`src/rtl/id_stage_pkg.sv`:
```
// Purpose: shared constants and types for the decode stage.
//   Holds the opcode map, the ALU command encodings, the instruction field
//   positions, and the ID/EX payload struct.
// Ports: none (package).
package id_stage_pkg;

    localparam int unsigned REG_COUNT = 32;
    localparam int unsigned DATA_W    = 32;
    localparam int unsigned ADDR_W    = 5;
    localparam int unsigned OP_W      = 6;
    localparam int unsigned ALU_W     = 4;
    localparam int unsigned IMM_W     = 16;

    // Instruction field bit positions
    localparam int unsigned OP_MSB   = 31;
    localparam int unsigned OP_LSB   = 26;
    localparam int unsigned SRC1_MSB = 25;
    localparam int unsigned SRC1_LSB = 21;
    localparam int unsigned SRC2_MSB = 20;
    localparam int unsigned SRC2_LSB = 16;
    localparam int unsigned RDST_MSB = 15;
    localparam int unsigned RDST_LSB = 11;
    localparam int unsigned IMM_MSB  = 15;
    localparam int unsigned IMM_LSB  = 0;

    // Opcodes
    localparam logic [OP_W-1:0] OP_ADD  = 6'b000001;
    localparam logic [OP_W-1:0] OP_SUB  = 6'b000011;
    localparam logic [OP_W-1:0] OP_AND  = 6'b000101;
    localparam logic [OP_W-1:0] OP_OR   = 6'b000110;
    localparam logic [OP_W-1:0] OP_NOR  = 6'b000111;
    localparam logic [OP_W-1:0] OP_XOR  = 6'b001000;
    localparam logic [OP_W-1:0] OP_SLA  = 6'b001001;
    localparam logic [OP_W-1:0] OP_SLL  = 6'b001010;
    localparam logic [OP_W-1:0] OP_SRA  = 6'b001011;
    localparam logic [OP_W-1:0] OP_SRL  = 6'b001100;
    localparam logic [OP_W-1:0] OP_ADDI = 6'b100000;
    localparam logic [OP_W-1:0] OP_SUBI = 6'b100001;
    localparam logic [OP_W-1:0] OP_LD   = 6'b100100;
    localparam logic [OP_W-1:0] OP_ST   = 6'b100101;
    localparam logic [OP_W-1:0] OP_BEZ  = 6'b101000;
    localparam logic [OP_W-1:0] OP_BNE  = 6'b101001;
    localparam logic [OP_W-1:0] OP_JMP  = 6'b101010;

    // ALU commands (0 = no operation)
    localparam logic [ALU_W-1:0] ALU_NONE = 4'd0;
    localparam logic [ALU_W-1:0] ALU_ADD  = 4'd1;
    localparam logic [ALU_W-1:0] ALU_SUB  = 4'd2;
    localparam logic [ALU_W-1:0] ALU_AND  = 4'd3;
    localparam logic [ALU_W-1:0] ALU_OR   = 4'd4;
    localparam logic [ALU_W-1:0] ALU_NOR  = 4'd5;
    localparam logic [ALU_W-1:0] ALU_XOR  = 4'd6;
    localparam logic [ALU_W-1:0] ALU_SLA  = 4'd7;
    localparam logic [ALU_W-1:0] ALU_SLL  = 4'd8;
    localparam logic [ALU_W-1:0] ALU_SRA  = 4'd9;
    localparam logic [ALU_W-1:0] ALU_SRL  = 4'd10;

    // ID/EX pipeline register payload
    typedef struct packed {
        logic [DATA_W-1:0] pc;
        logic [DATA_W-1:0] val1;
        logic [DATA_W-1:0] val2;
        logic [DATA_W-1:0] imm;
        logic [ADDR_W-1:0] dest;
        logic [ALU_W-1:0]  alu_cmd;
        logic              wb_en;
        logic              mem_r;
        logic              mem_w;
        logic              is_imm;
    } idex_t;

    function automatic logic [DATA_W-1:0] sext_imm(input logic [IMM_W-1:0] imm);
        return {{(DATA_W-IMM_W){imm[IMM_W-1]}}, imm};
    endfunction

endpackage

```
`src/rtl/id_stage_if.sv`:
```
// Purpose: bundles the IF/ID inputs, WB/MEM feedback, fetch control and the
//   ID/EX outputs of the decode stage.
// Modports: master = the surrounding pipeline (drives IF/ID, WB, MEM),
//           slave  = id_stage (drives fetch control and ID/EX).
interface id_stage_if;
    import id_stage_pkg::*;

    logic [DATA_W-1:0] PC;
    logic [DATA_W-1:0] instruction;
    logic              wb_en;
    logic [ADDR_W-1:0] wb_dest;
    logic [DATA_W-1:0] wb_value;
    logic              mem_wb_en;
    logic [ADDR_W-1:0] mem_dest;

    logic              BrTaken;
    logic [DATA_W-1:0] BrAdder;
    logic              flush;
    logic              freeze;

    logic [DATA_W-1:0] ex_pc;
    logic [DATA_W-1:0] ex_val1;
    logic [DATA_W-1:0] ex_val2;
    logic [DATA_W-1:0] ex_imm;
    logic [ADDR_W-1:0] ex_dest;
    logic [ALU_W-1:0]  ex_alu_cmd;
    logic              ex_wb_en;
    logic              ex_mem_r;
    logic              ex_mem_w;
    logic              ex_is_imm;

    modport master (
        output PC, instruction, wb_en, wb_dest, wb_value, mem_wb_en, mem_dest,
        input  BrTaken, BrAdder, flush, freeze,
        input  ex_pc, ex_val1, ex_val2, ex_imm, ex_dest, ex_alu_cmd,
        input  ex_wb_en, ex_mem_r, ex_mem_w, ex_is_imm
    );

    modport slave (
        input  PC, instruction, wb_en, wb_dest, wb_value, mem_wb_en, mem_dest,
        output BrTaken, BrAdder, flush, freeze,
        output ex_pc, ex_val1, ex_val2, ex_imm, ex_dest, ex_alu_cmd,
        output ex_wb_en, ex_mem_r, ex_mem_w, ex_is_imm
    );

endinterface

```
`src/rtl/id_stage_reg_file.sv`:
```
// Purpose: 32x32 register file, r0 hardwired to zero, two async read ports,
//   one write port at the clock edge, with write-to-read bypass.
// Ports: clk, rst (sync, active-high), raddr1/raddr2 -> rdata1/rdata2,
//   we/waddr/wdata write port.
module id_stage_reg_file
    import id_stage_pkg::*;
(
    input  logic              clk,
    input  logic              rst,
    input  logic [ADDR_W-1:0] raddr1,
    input  logic [ADDR_W-1:0] raddr2,
    output logic [DATA_W-1:0] rdata1,
    output logic [DATA_W-1:0] rdata2,
    input  logic              we,
    input  logic [ADDR_W-1:0] waddr,
    input  logic [DATA_W-1:0] wdata
);

    logic [DATA_W-1:0] mem_q [REG_COUNT];
    logic [DATA_W-1:0] mem_d [REG_COUNT];

    // Next-state: writes to r0 are dropped so entry 0 stays zero
    always_comb begin
        mem_d = mem_q;
        if (we && (waddr != '0)) begin
            mem_d[waddr] = wdata;
        end
    end

    always_ff @(posedge clk) begin
        if (rst) begin
            mem_q <= '{default: '0};
        end else begin
            mem_q <= mem_d;
        end
    end

    // Reads: r0 is constant zero; a same-cycle WB write is forwarded
    assign rdata1 = (raddr1 == '0)              ? '0    :
                    (we && (waddr == raddr1))   ? wdata : mem_q[raddr1];
    assign rdata2 = (raddr2 == '0)              ? '0    :
                    (we && (waddr == raddr2))   ? wdata : mem_q[raddr2];

endmodule

```
`src/rtl/id_stage.sv`:
```
// Purpose: decode stage. Decodes the IF/ID instruction, reads the register
//   file, detects RAW hazards against EX and MEM producers, resolves
//   BEZ/BNE/JMP and registers the decoded fields into ID/EX.
// Ports: clk, rst (sync, active-high), bus (id_stage_if.slave):
//   in : PC, instruction, wb_en/wb_dest/wb_value, mem_wb_en/mem_dest
//   out: BrTaken, BrAdder, flush, freeze (combinational), ex_* (registered)
module id_stage
    import id_stage_pkg::*;
(
    input  logic       clk,
    input  logic       rst,
    id_stage_if.slave  bus
);

    logic [OP_W-1:0]   op;
    logic [ADDR_W-1:0] src1;
    logic [ADDR_W-1:0] src2;
    logic [ADDR_W-1:0] rdst;
    logic [DATA_W-1:0] imm_ext;
    logic [DATA_W-1:0] val1;
    logic [DATA_W-1:0] val2;

    // Decoded controls
    logic [ALU_W-1:0]  dec_alu_cmd;
    logic [ADDR_W-1:0] dec_dest;
    logic              dec_wb_en;
    logic              dec_mem_r;
    logic              dec_mem_w;
    logic              dec_is_imm;
    logic              use_src1;
    logic              use_src2;
    logic              is_bez;
    logic              is_bne;
    logic              is_jmp;

    logic              hazard1;
    logic              hazard2;
    logic              freeze_int;
    logic              br_cond;
    logic              br_taken_int;

    idex_t             idex_q;
    idex_t             idex_d;

    assign op      = bus.instruction[OP_MSB:OP_LSB];
    assign src1    = bus.instruction[SRC1_MSB:SRC1_LSB];
    assign src2    = bus.instruction[SRC2_MSB:SRC2_LSB];
    assign rdst    = bus.instruction[RDST_MSB:RDST_LSB];
    assign imm_ext = sext_imm(bus.instruction[IMM_MSB:IMM_LSB]);

    id_stage_reg_file u_reg_file (
        .clk    (clk),
        .rst    (rst),
        .raddr1 (src1),
        .raddr2 (src2),
        .rdata1 (val1),
        .rdata2 (val2),
        .we     (bus.wb_en),
        .waddr  (bus.wb_dest),
        .wdata  (bus.wb_value)
    );

    // Opcode decode; unknown opcodes fall through as NOP
    always_comb begin
        dec_alu_cmd = ALU_NONE;
        dec_dest    = '0;
        dec_wb_en   = 1'b0;
        dec_mem_r   = 1'b0;
        dec_mem_w   = 1'b0;
        dec_is_imm  = 1'b0;
        use_src1    = 1'b0;
        use_src2    = 1'b0;
        is_bez      = 1'b0;
        is_bne      = 1'b0;
        is_jmp      = 1'b0;
        case (op)
            OP_ADD, OP_SUB, OP_AND, OP_OR, OP_NOR,
            OP_XOR, OP_SLA, OP_SLL, OP_SRA, OP_SRL: begin
                use_src1  = 1'b1;
                use_src2  = 1'b1;
                dec_wb_en = 1'b1;
                dec_dest  = rdst;
                case (op)
                    OP_ADD:  dec_alu_cmd = ALU_ADD;
                    OP_SUB:  dec_alu_cmd = ALU_SUB;
                    OP_AND:  dec_alu_cmd = ALU_AND;
                    OP_OR:   dec_alu_cmd = ALU_OR;
                    OP_NOR:  dec_alu_cmd = ALU_NOR;
                    OP_XOR:  dec_alu_cmd = ALU_XOR;
                    OP_SLA:  dec_alu_cmd = ALU_SLA;
                    OP_SLL:  dec_alu_cmd = ALU_SLL;
                    OP_SRA:  dec_alu_cmd = ALU_SRA;
                    default: dec_alu_cmd = ALU_SRL;
                endcase
            end
            OP_ADDI, OP_SUBI: begin
                use_src1    = 1'b1;
                dec_wb_en   = 1'b1;
                dec_is_imm  = 1'b1;
                dec_dest    = src2;
                dec_alu_cmd = (op == OP_ADDI) ? ALU_ADD : ALU_SUB;
            end
            OP_LD: begin
                use_src1    = 1'b1;
                dec_wb_en   = 1'b1;
                dec_mem_r   = 1'b1;
                dec_is_imm  = 1'b1;
                dec_dest    = src2;
                dec_alu_cmd = ALU_ADD;
            end
            OP_ST: begin
                use_src1    = 1'b1;
                use_src2    = 1'b1;
                dec_mem_w   = 1'b1;
                dec_is_imm  = 1'b1;
                dec_dest    = src2;
                dec_alu_cmd = ALU_ADD;
            end
            OP_BEZ: begin
                use_src1 = 1'b1;
                is_bez   = 1'b1;
            end
            OP_BNE: begin
                use_src1 = 1'b1;
                use_src2 = 1'b1;
                is_bne   = 1'b1;
            end
            OP_JMP: begin
                is_jmp = 1'b1;
            end
            default: begin
            end
        endcase
    end

    // RAW hazard against the EX (ID/EX register) and MEM producers; r0 is exempt
    assign hazard1 = use_src1 && (src1 != '0) &&
                     ((idex_q.wb_en && (src1 == idex_q.dest)) ||
                      (bus.mem_wb_en && (src1 == bus.mem_dest)));
    assign hazard2 = use_src2 && (src2 != '0) &&
                     ((idex_q.wb_en && (src2 == idex_q.dest)) ||
                      (bus.mem_wb_en && (src2 == bus.mem_dest)));

    // Reset suppresses any pending stall or redirect
    assign freeze_int   = !rst && (hazard1 || hazard2);
    assign br_cond      = (is_bez && (val1 == '0)) ||
                          (is_bne && (val1 != val2)) ||
                          is_jmp;
    assign br_taken_int = !rst && !freeze_int && br_cond;

    assign bus.freeze  = freeze_int;
    assign bus.BrTaken = br_taken_int;
    assign bus.flush   = br_taken_int;
    assign bus.BrAdder = bus.PC + {imm_ext[DATA_W-3:0], 2'b00};

    // ID/EX next value: bubble while frozen
    always_comb begin
        idex_d = '0;
        if (!freeze_int) begin
            idex_d.pc      = bus.PC;
            idex_d.val1    = val1;
            idex_d.val2    = val2;
            idex_d.imm     = imm_ext;
            idex_d.dest    = dec_dest;
            idex_d.alu_cmd = dec_alu_cmd;
            idex_d.wb_en   = dec_wb_en;
            idex_d.mem_r   = dec_mem_r;
            idex_d.mem_w   = dec_mem_w;
            idex_d.is_imm  = dec_is_imm;
        end
    end

    always_ff @(posedge clk) begin
        if (rst) begin
            idex_q <= '0;
        end else begin
            idex_q <= idex_d;
        end
    end

    assign bus.ex_pc      = idex_q.pc;
    assign bus.ex_val1    = idex_q.val1;
    assign bus.ex_val2    = idex_q.val2;
    assign bus.ex_imm     = idex_q.imm;
    assign bus.ex_dest    = idex_q.dest;
    assign bus.ex_alu_cmd = idex_q.alu_cmd;
    assign bus.ex_wb_en   = idex_q.wb_en;
    assign bus.ex_mem_r   = idex_q.mem_r;
    assign bus.ex_mem_w   = idex_q.mem_w;
    assign bus.ex_is_imm  = idex_q.is_imm;

endmodule

```
`src/flat_wrapper.sv`:
```
// flat-port wrapper written by rule: the top's interface ports become plain ports
module id_stage_flat import id_stage_pkg::*;
  (clk, rst, bus_PC, bus_instruction, bus_wb_en, bus_wb_dest, bus_wb_value, bus_mem_wb_en, bus_mem_dest, bus_BrTaken, bus_BrAdder, bus_flush, bus_freeze, bus_ex_pc, bus_ex_val1, bus_ex_val2, bus_ex_imm, bus_ex_dest, bus_ex_alu_cmd, bus_ex_wb_en, bus_ex_mem_r, bus_ex_mem_w, bus_ex_is_imm);
  id_stage_if bus_i ();
  input  logic clk;
  input  logic rst;
  input wire logic [$bits(bus_i.PC)-1:0] bus_PC;
  input wire logic [$bits(bus_i.instruction)-1:0] bus_instruction;
  input wire logic [$bits(bus_i.wb_en)-1:0] bus_wb_en;
  input wire logic [$bits(bus_i.wb_dest)-1:0] bus_wb_dest;
  input wire logic [$bits(bus_i.wb_value)-1:0] bus_wb_value;
  input wire logic [$bits(bus_i.mem_wb_en)-1:0] bus_mem_wb_en;
  input wire logic [$bits(bus_i.mem_dest)-1:0] bus_mem_dest;
  output wire logic [$bits(bus_i.BrTaken)-1:0] bus_BrTaken;
  output wire logic [$bits(bus_i.BrAdder)-1:0] bus_BrAdder;
  output wire logic [$bits(bus_i.flush)-1:0] bus_flush;
  output wire logic [$bits(bus_i.freeze)-1:0] bus_freeze;
  output wire logic [$bits(bus_i.ex_pc)-1:0] bus_ex_pc;
  output wire logic [$bits(bus_i.ex_val1)-1:0] bus_ex_val1;
  output wire logic [$bits(bus_i.ex_val2)-1:0] bus_ex_val2;
  output wire logic [$bits(bus_i.ex_imm)-1:0] bus_ex_imm;
  output wire logic [$bits(bus_i.ex_dest)-1:0] bus_ex_dest;
  output wire logic [$bits(bus_i.ex_alu_cmd)-1:0] bus_ex_alu_cmd;
  output wire logic [$bits(bus_i.ex_wb_en)-1:0] bus_ex_wb_en;
  output wire logic [$bits(bus_i.ex_mem_r)-1:0] bus_ex_mem_r;
  output wire logic [$bits(bus_i.ex_mem_w)-1:0] bus_ex_mem_w;
  output wire logic [$bits(bus_i.ex_is_imm)-1:0] bus_ex_is_imm;
  assign bus_i.PC = bus_PC;
  assign bus_i.instruction = bus_instruction;
  assign bus_i.wb_en = bus_wb_en;
  assign bus_i.wb_dest = bus_wb_dest;
  assign bus_i.wb_value = bus_wb_value;
  assign bus_i.mem_wb_en = bus_mem_wb_en;
  assign bus_i.mem_dest = bus_mem_dest;
  assign bus_BrTaken = bus_i.BrTaken;
  assign bus_BrAdder = bus_i.BrAdder;
  assign bus_flush = bus_i.flush;
  assign bus_freeze = bus_i.freeze;
  assign bus_ex_pc = bus_i.ex_pc;
  assign bus_ex_val1 = bus_i.ex_val1;
  assign bus_ex_val2 = bus_i.ex_val2;
  assign bus_ex_imm = bus_i.ex_imm;
  assign bus_ex_dest = bus_i.ex_dest;
  assign bus_ex_alu_cmd = bus_i.ex_alu_cmd;
  assign bus_ex_wb_en = bus_i.ex_wb_en;
  assign bus_ex_mem_r = bus_i.ex_mem_r;
  assign bus_ex_mem_w = bus_i.ex_mem_w;
  assign bus_ex_is_imm = bus_i.ex_is_imm;
  id_stage u_core (.clk(clk), .rst(rst), .bus(bus_i));
endmodule
```
`config.mk`:
```
export PLATFORM = sky130hd
export DESIGN_NAME = id_stage_flat
export DESIGN_NICKNAME = d
export VERILOG_FILES = /design/src/rtl/id_stage_pkg.sv /design/src/rtl/id_stage_if.sv /design/src/rtl/id_stage_reg_file.sv /design/src/rtl/id_stage.sv /design/src/flat_wrapper.sv
export SDC_FILE = /design/constraint.sdc
export NUM_CORES = 2
export LEC_CHECK = 0
export CAP_MARGIN = 15
export CORE_AREA = 5 5 335 403
export CTS_CLUSTER_DIAMETER = 150
export DETAILED_ROUTE_END_ITERATION = 12
export DIE_AREA = 0 0 340 408
export PLACE_DENSITY = 0.74
export SLEW_MARGIN = 20
export SYNTH_ARGS = -nofsm -noshare
export SYNTH_HDL_FRONTEND = slang
export SYNTH_HIERARCHICAL = 1
export SYNTH_SLANG_ARGS = --single-unit
```
`constraint.sdc`:
```
create_clock -name clk -period 4.4 [get_ports clk]
set_input_delay 0.66 -clock clk [delete_from_list [all_inputs] [get_ports clk]]
set_output_delay 0.66 -clock clk [all_outputs]
set_load 0.01 [all_outputs]
```
==> flow_metrics.env <==
export IMPL_seq_area_frac_synth_pct=39.51
export IMPL_fin_crit_sh_pct=112.3
export IMPL_synth_enable_flop_cells=0
export IMPL_ys_seq_elements=1149
export IMPL_syn_to_final_growth_pct=24.88
export IMPL_arrival_ns=4.28
export IMPL_layout_commonest_cell="nand2_1"
export IMPL_finalClockSkew_ns=0.04643
export IMPL_crit_fanout=10
export IMPL_synthArstFlopShare_pct=0
export IMPL_io_pins=286
export IMPL_placed_cell_area_mm2=0.06737
export IMPL_h_tree_depth=3
export IMPL_vdd_ir_drop_worst_uv=332.1
export IMPL_crit_required_ns=3.74
export IMPL_fin_crit_ns=4.940
export IMPL_synth_xor_area_share_pct=1.339
export IMPL_synth_fa_ha_area_share_pct=0.6577
export IMPL_antenna_left=0
export IMPL_clk_pin_slew_worst_paths_ns=0.07
export IMPL_fmax_mhz=202.4
export IMPL_vias=59100
export IMPL_io_buffers=285
export IMPL_fin_area_mm2=0.07270
export IMPL_syn_inst=6677
export IMPL_synth_top_family_by_area="multiplexers"
export IMPL_timing_final_ws_setup_ns=-0.5399
export IMPL_syn_cell_area_mm2=0.05822
export IMPL_stdcell_count=9004
export IMPL_worst_pin_slew_ns=1.131
export IMPL_nets=7323
export IMPL_rsz0062_at_grt="true"
export IMPL_finalSetupViolCount=2
export IMPL_place_congestion=1.118
export IMPL_slew_headroom_pct=24.62
export IMPL_cts_num_sinks=1149
export IMPL_start_util_pct=44.45
export IMPL_core_area_mm2=0.1310
export IMPL_crit_path_start_kind="primary input"
export IMPL_die_y_um=408
export IMPL_nFillCells=11080
export IMPL_grt_max_degree=219
export IMPL_viasPerCell=6.564
export IMPL_cts_path_max_buffers=3
export IMPL_final_cell_mix="nand2_1 (2092), dfxtp_1 (1148), a21oi_1 (1083)"
export IMPL_synth_simple_gate_area_share_pct=17.66
export IMPL_slew_violations=0
export IMPL_p_leak_nw=25.86
export IMPL_ys_types=78
export IMPL_wirelength_mm=268.9
export IMPL_drive_above_1_share_pct=21.42
export IMPL_drt_drc_violations_left=0
export IMPL_antenna_found_initial=20
export IMPL_status="finished with violations"
export IMPL_holdWs_ns=0.4682
export IMPL_grt_usage_pct=37.06
export IMPL_failed_checks="negative setup slack"
export IMPL_setup_tns_ns=-1.079
export IMPL_synth_ff_type="dfxtp_1"
export IMPL_r2r_start="u_core/bus.ex_dest[1]"
export IMPL_cts_tree="built"
export IMPL_die_w_um=340
export IMPL_clockRootBuffer="clkbuf_16"
export IMPL_die_area_mm2=0.1387
export IMPL_syn_mean_instance_area_um2=8.719
export IMPL_synth_warnings=6
export IMPL_max_cap_violations=0
export IMPL_grt_pass1_wl_mm=383.0
export IMPL_crit_path_end="bus_BrTaken"
export IMPL_power_density_mw_per_mm2=347.0
export IMPL_drtIter0Drc=9912
export IMPL_total_power_mw=25.23
export IMPL_dp_cells=8735
export IMPL_dr_pass1_iters=10
export IMPL_synth_mux_area_share_pct=20.25
export IMPL_num_rows=146
export IMPL_grt_overflow=0
export IMPL_rr_endpoint="u_core/bus.ex_val2[21]"
export IMPL_end_kind="primary output"
export IMPL_hpwl_mm=171.5
export IMPL_r2r_slack_ns=1.66
export IMPL_r2r_cells=9
export IMPL_grt_pass1_vias=56890
export IMPL_wl_per_cell_um=29.86
export IMPL_cts_buffers=117
export IMPL_path_class="primary input to primary output"
export IMPL_insertion_delay_ns=0.81
export IMPL_hp_class="flop to flop"
export IMPL_syn_num_nets=6817
export IMPL_final_core_util_pct=55.51
export IMPL_dp_slack_ns=-1.568
export IMPL_crit_start="bus_instruction[16]"
export IMPL_synth_compound_area_share_pct=15.29
export IMPL_hold_viol=0
## cell usage after synthesis, types with 9 or more instances
master     count  share of area [%]
clkbuf_2      17               0.15
xor2_1        52               0.78
or4_1         10               0.13
o221ai_1      11               0.17
o211ai_1      19               0.25
clkbuf_1     500                3.2
buf_2         79               0.68
buf_1         22               0.14
nor2b_1       49               0.53
xnor2_1       37               0.56
a21oi_1     1088                9.4
dfxtp_1     1149                 40
ha_1          29               0.62
a31oi_1       20               0.21
nand4_1       13               0.14
nand3_1       31               0.27
buf_4         44               0.57
a22o_1         9               0.14
nor2_1        82               0.53
o221a_1       23               0.44
nor3_1        15               0.13
nand2_1     2111                 14
a21o_1        13               0.17
inv_1         12              0.077
mux2i_1      262                4.5
o21ai_0       33               0.28
mux4_2       406                 16
o22a_1        15               0.23
nor4_1        23               0.25
and3_1        11               0.12
o2111ai_1     25               0.38
a221o_1       32               0.55
and2_1       119                1.3
buf_6         22               0.43
o22ai_1       13               0.14
a22oi_1      190                2.5
## state kept, by name, indices dropped and copies added, names as in the netlist
register	count
u_core/bus.ex_pc	32
u_core/bus.ex_dest	5
u_core/bus.ex_val1	32
u_core/bus.ex_alu_cmd	4
u_core/bus.ex_imm	16
u_core/bus.ex_wb_en	1
u_core/bus.ex_is_imm	1
u_core/bus.ex_mem_w	1
u_core/bus.ex_val2	32
u_core/u_reg_file/mem_q	1024
u_core/bus.ex_mem_r	1
## worst min path at each step
stage                                       startpoint                            end  slack [ns]  cells after the start
after floorplan           u_core/u_reg_file/mem_q[108]   u_core/u_reg_file/mem_q[108]        0.44                      2
after global placement    u_core/u_reg_file/mem_q[400]   u_core/u_reg_file/mem_q[400]        0.45                      2
after detailed placement  u_core/u_reg_file/mem_q[440]   u_core/u_reg_file/mem_q[440]        0.46                      2
after CTS                                          rst  u_core/u_reg_file/mem_q[1006]        0.44                      2
after global routing      u_core/u_reg_file/mem_q[382]   u_core/u_reg_file/mem_q[382]        0.48                      2
final                     u_core/u_reg_file/mem_q[286]   u_core/u_reg_file/mem_q[286]        0.47                      2
## critical path, cell delays in order
cell and delay, ns:
buf_8 0.12, buf_12 0.21, buf_16 0.19, buf_12 0.13, mux4_2 0.53, a22oi_2 0.33, a21oi_1 0.14, a221o_1 0.36
xor2_2 0.21, nor4_2 0.35, buf_4 0.17, nand4_1 0.15, nor2_4 0.24, o32ai_4 0.14, and3_4 0.21, buf_6 0.12
## final cells by class
| cell class | count | area (um^2) | area share, % |
|---|---|---|---|
| timing repair buffer | 1071 | 10310 | 14.19 |
| tap | 1702 | 2130 | 2.929 |
| clock inverter | 58 | 869.6 | 1.196 |
| sequential | 1149 | 23000 | 31.64 |
| multi-input combinational | 4831 | 32860 | 45.20 |
| antenna | 16 | 40.04 | 0.05507 |
| clock buffer | 164 | 3435 | 4.724 |
| inverter | 13 | 48.80 | 0.06712 |
## per-layer routing
layer | track usage, % | part of all wire (%)
met1 | 42.42 | 32
met2 | 54.11 | 41
met3 | 13.74 | 15
met4 | 32.63 | 12
met5 | 0.8333 | 0.086
## what timing repair did
item,in CTS,in global routing
pin swaps,21,11
gates cloned,6,1
resized for setup,97,51
setup endpoints to repair,9,11
buffers inserted,18,7
hold buffers,0,0
## power breakdown
group          switching, mW  internal (mW)
registers             0.0693           10.5
logic                   2.02           1.41
clock network           4.64           6.57
total                   6.73           18.5
## kinds of logic (layout without fill, tap and decap cells)
family	Yosys count	after routing
flip-flops	1149	1149
multiplexers	670	670
buffers and inverters	698	1306
adder cells (fa/ha/maj)	30	30
other	0	16
XOR/XNOR	89	89
AO/OA/AOI/OAI	1528	1528
AND/OR/NAND/NOR	2513	2514
(Power assumes the default switching activity.)
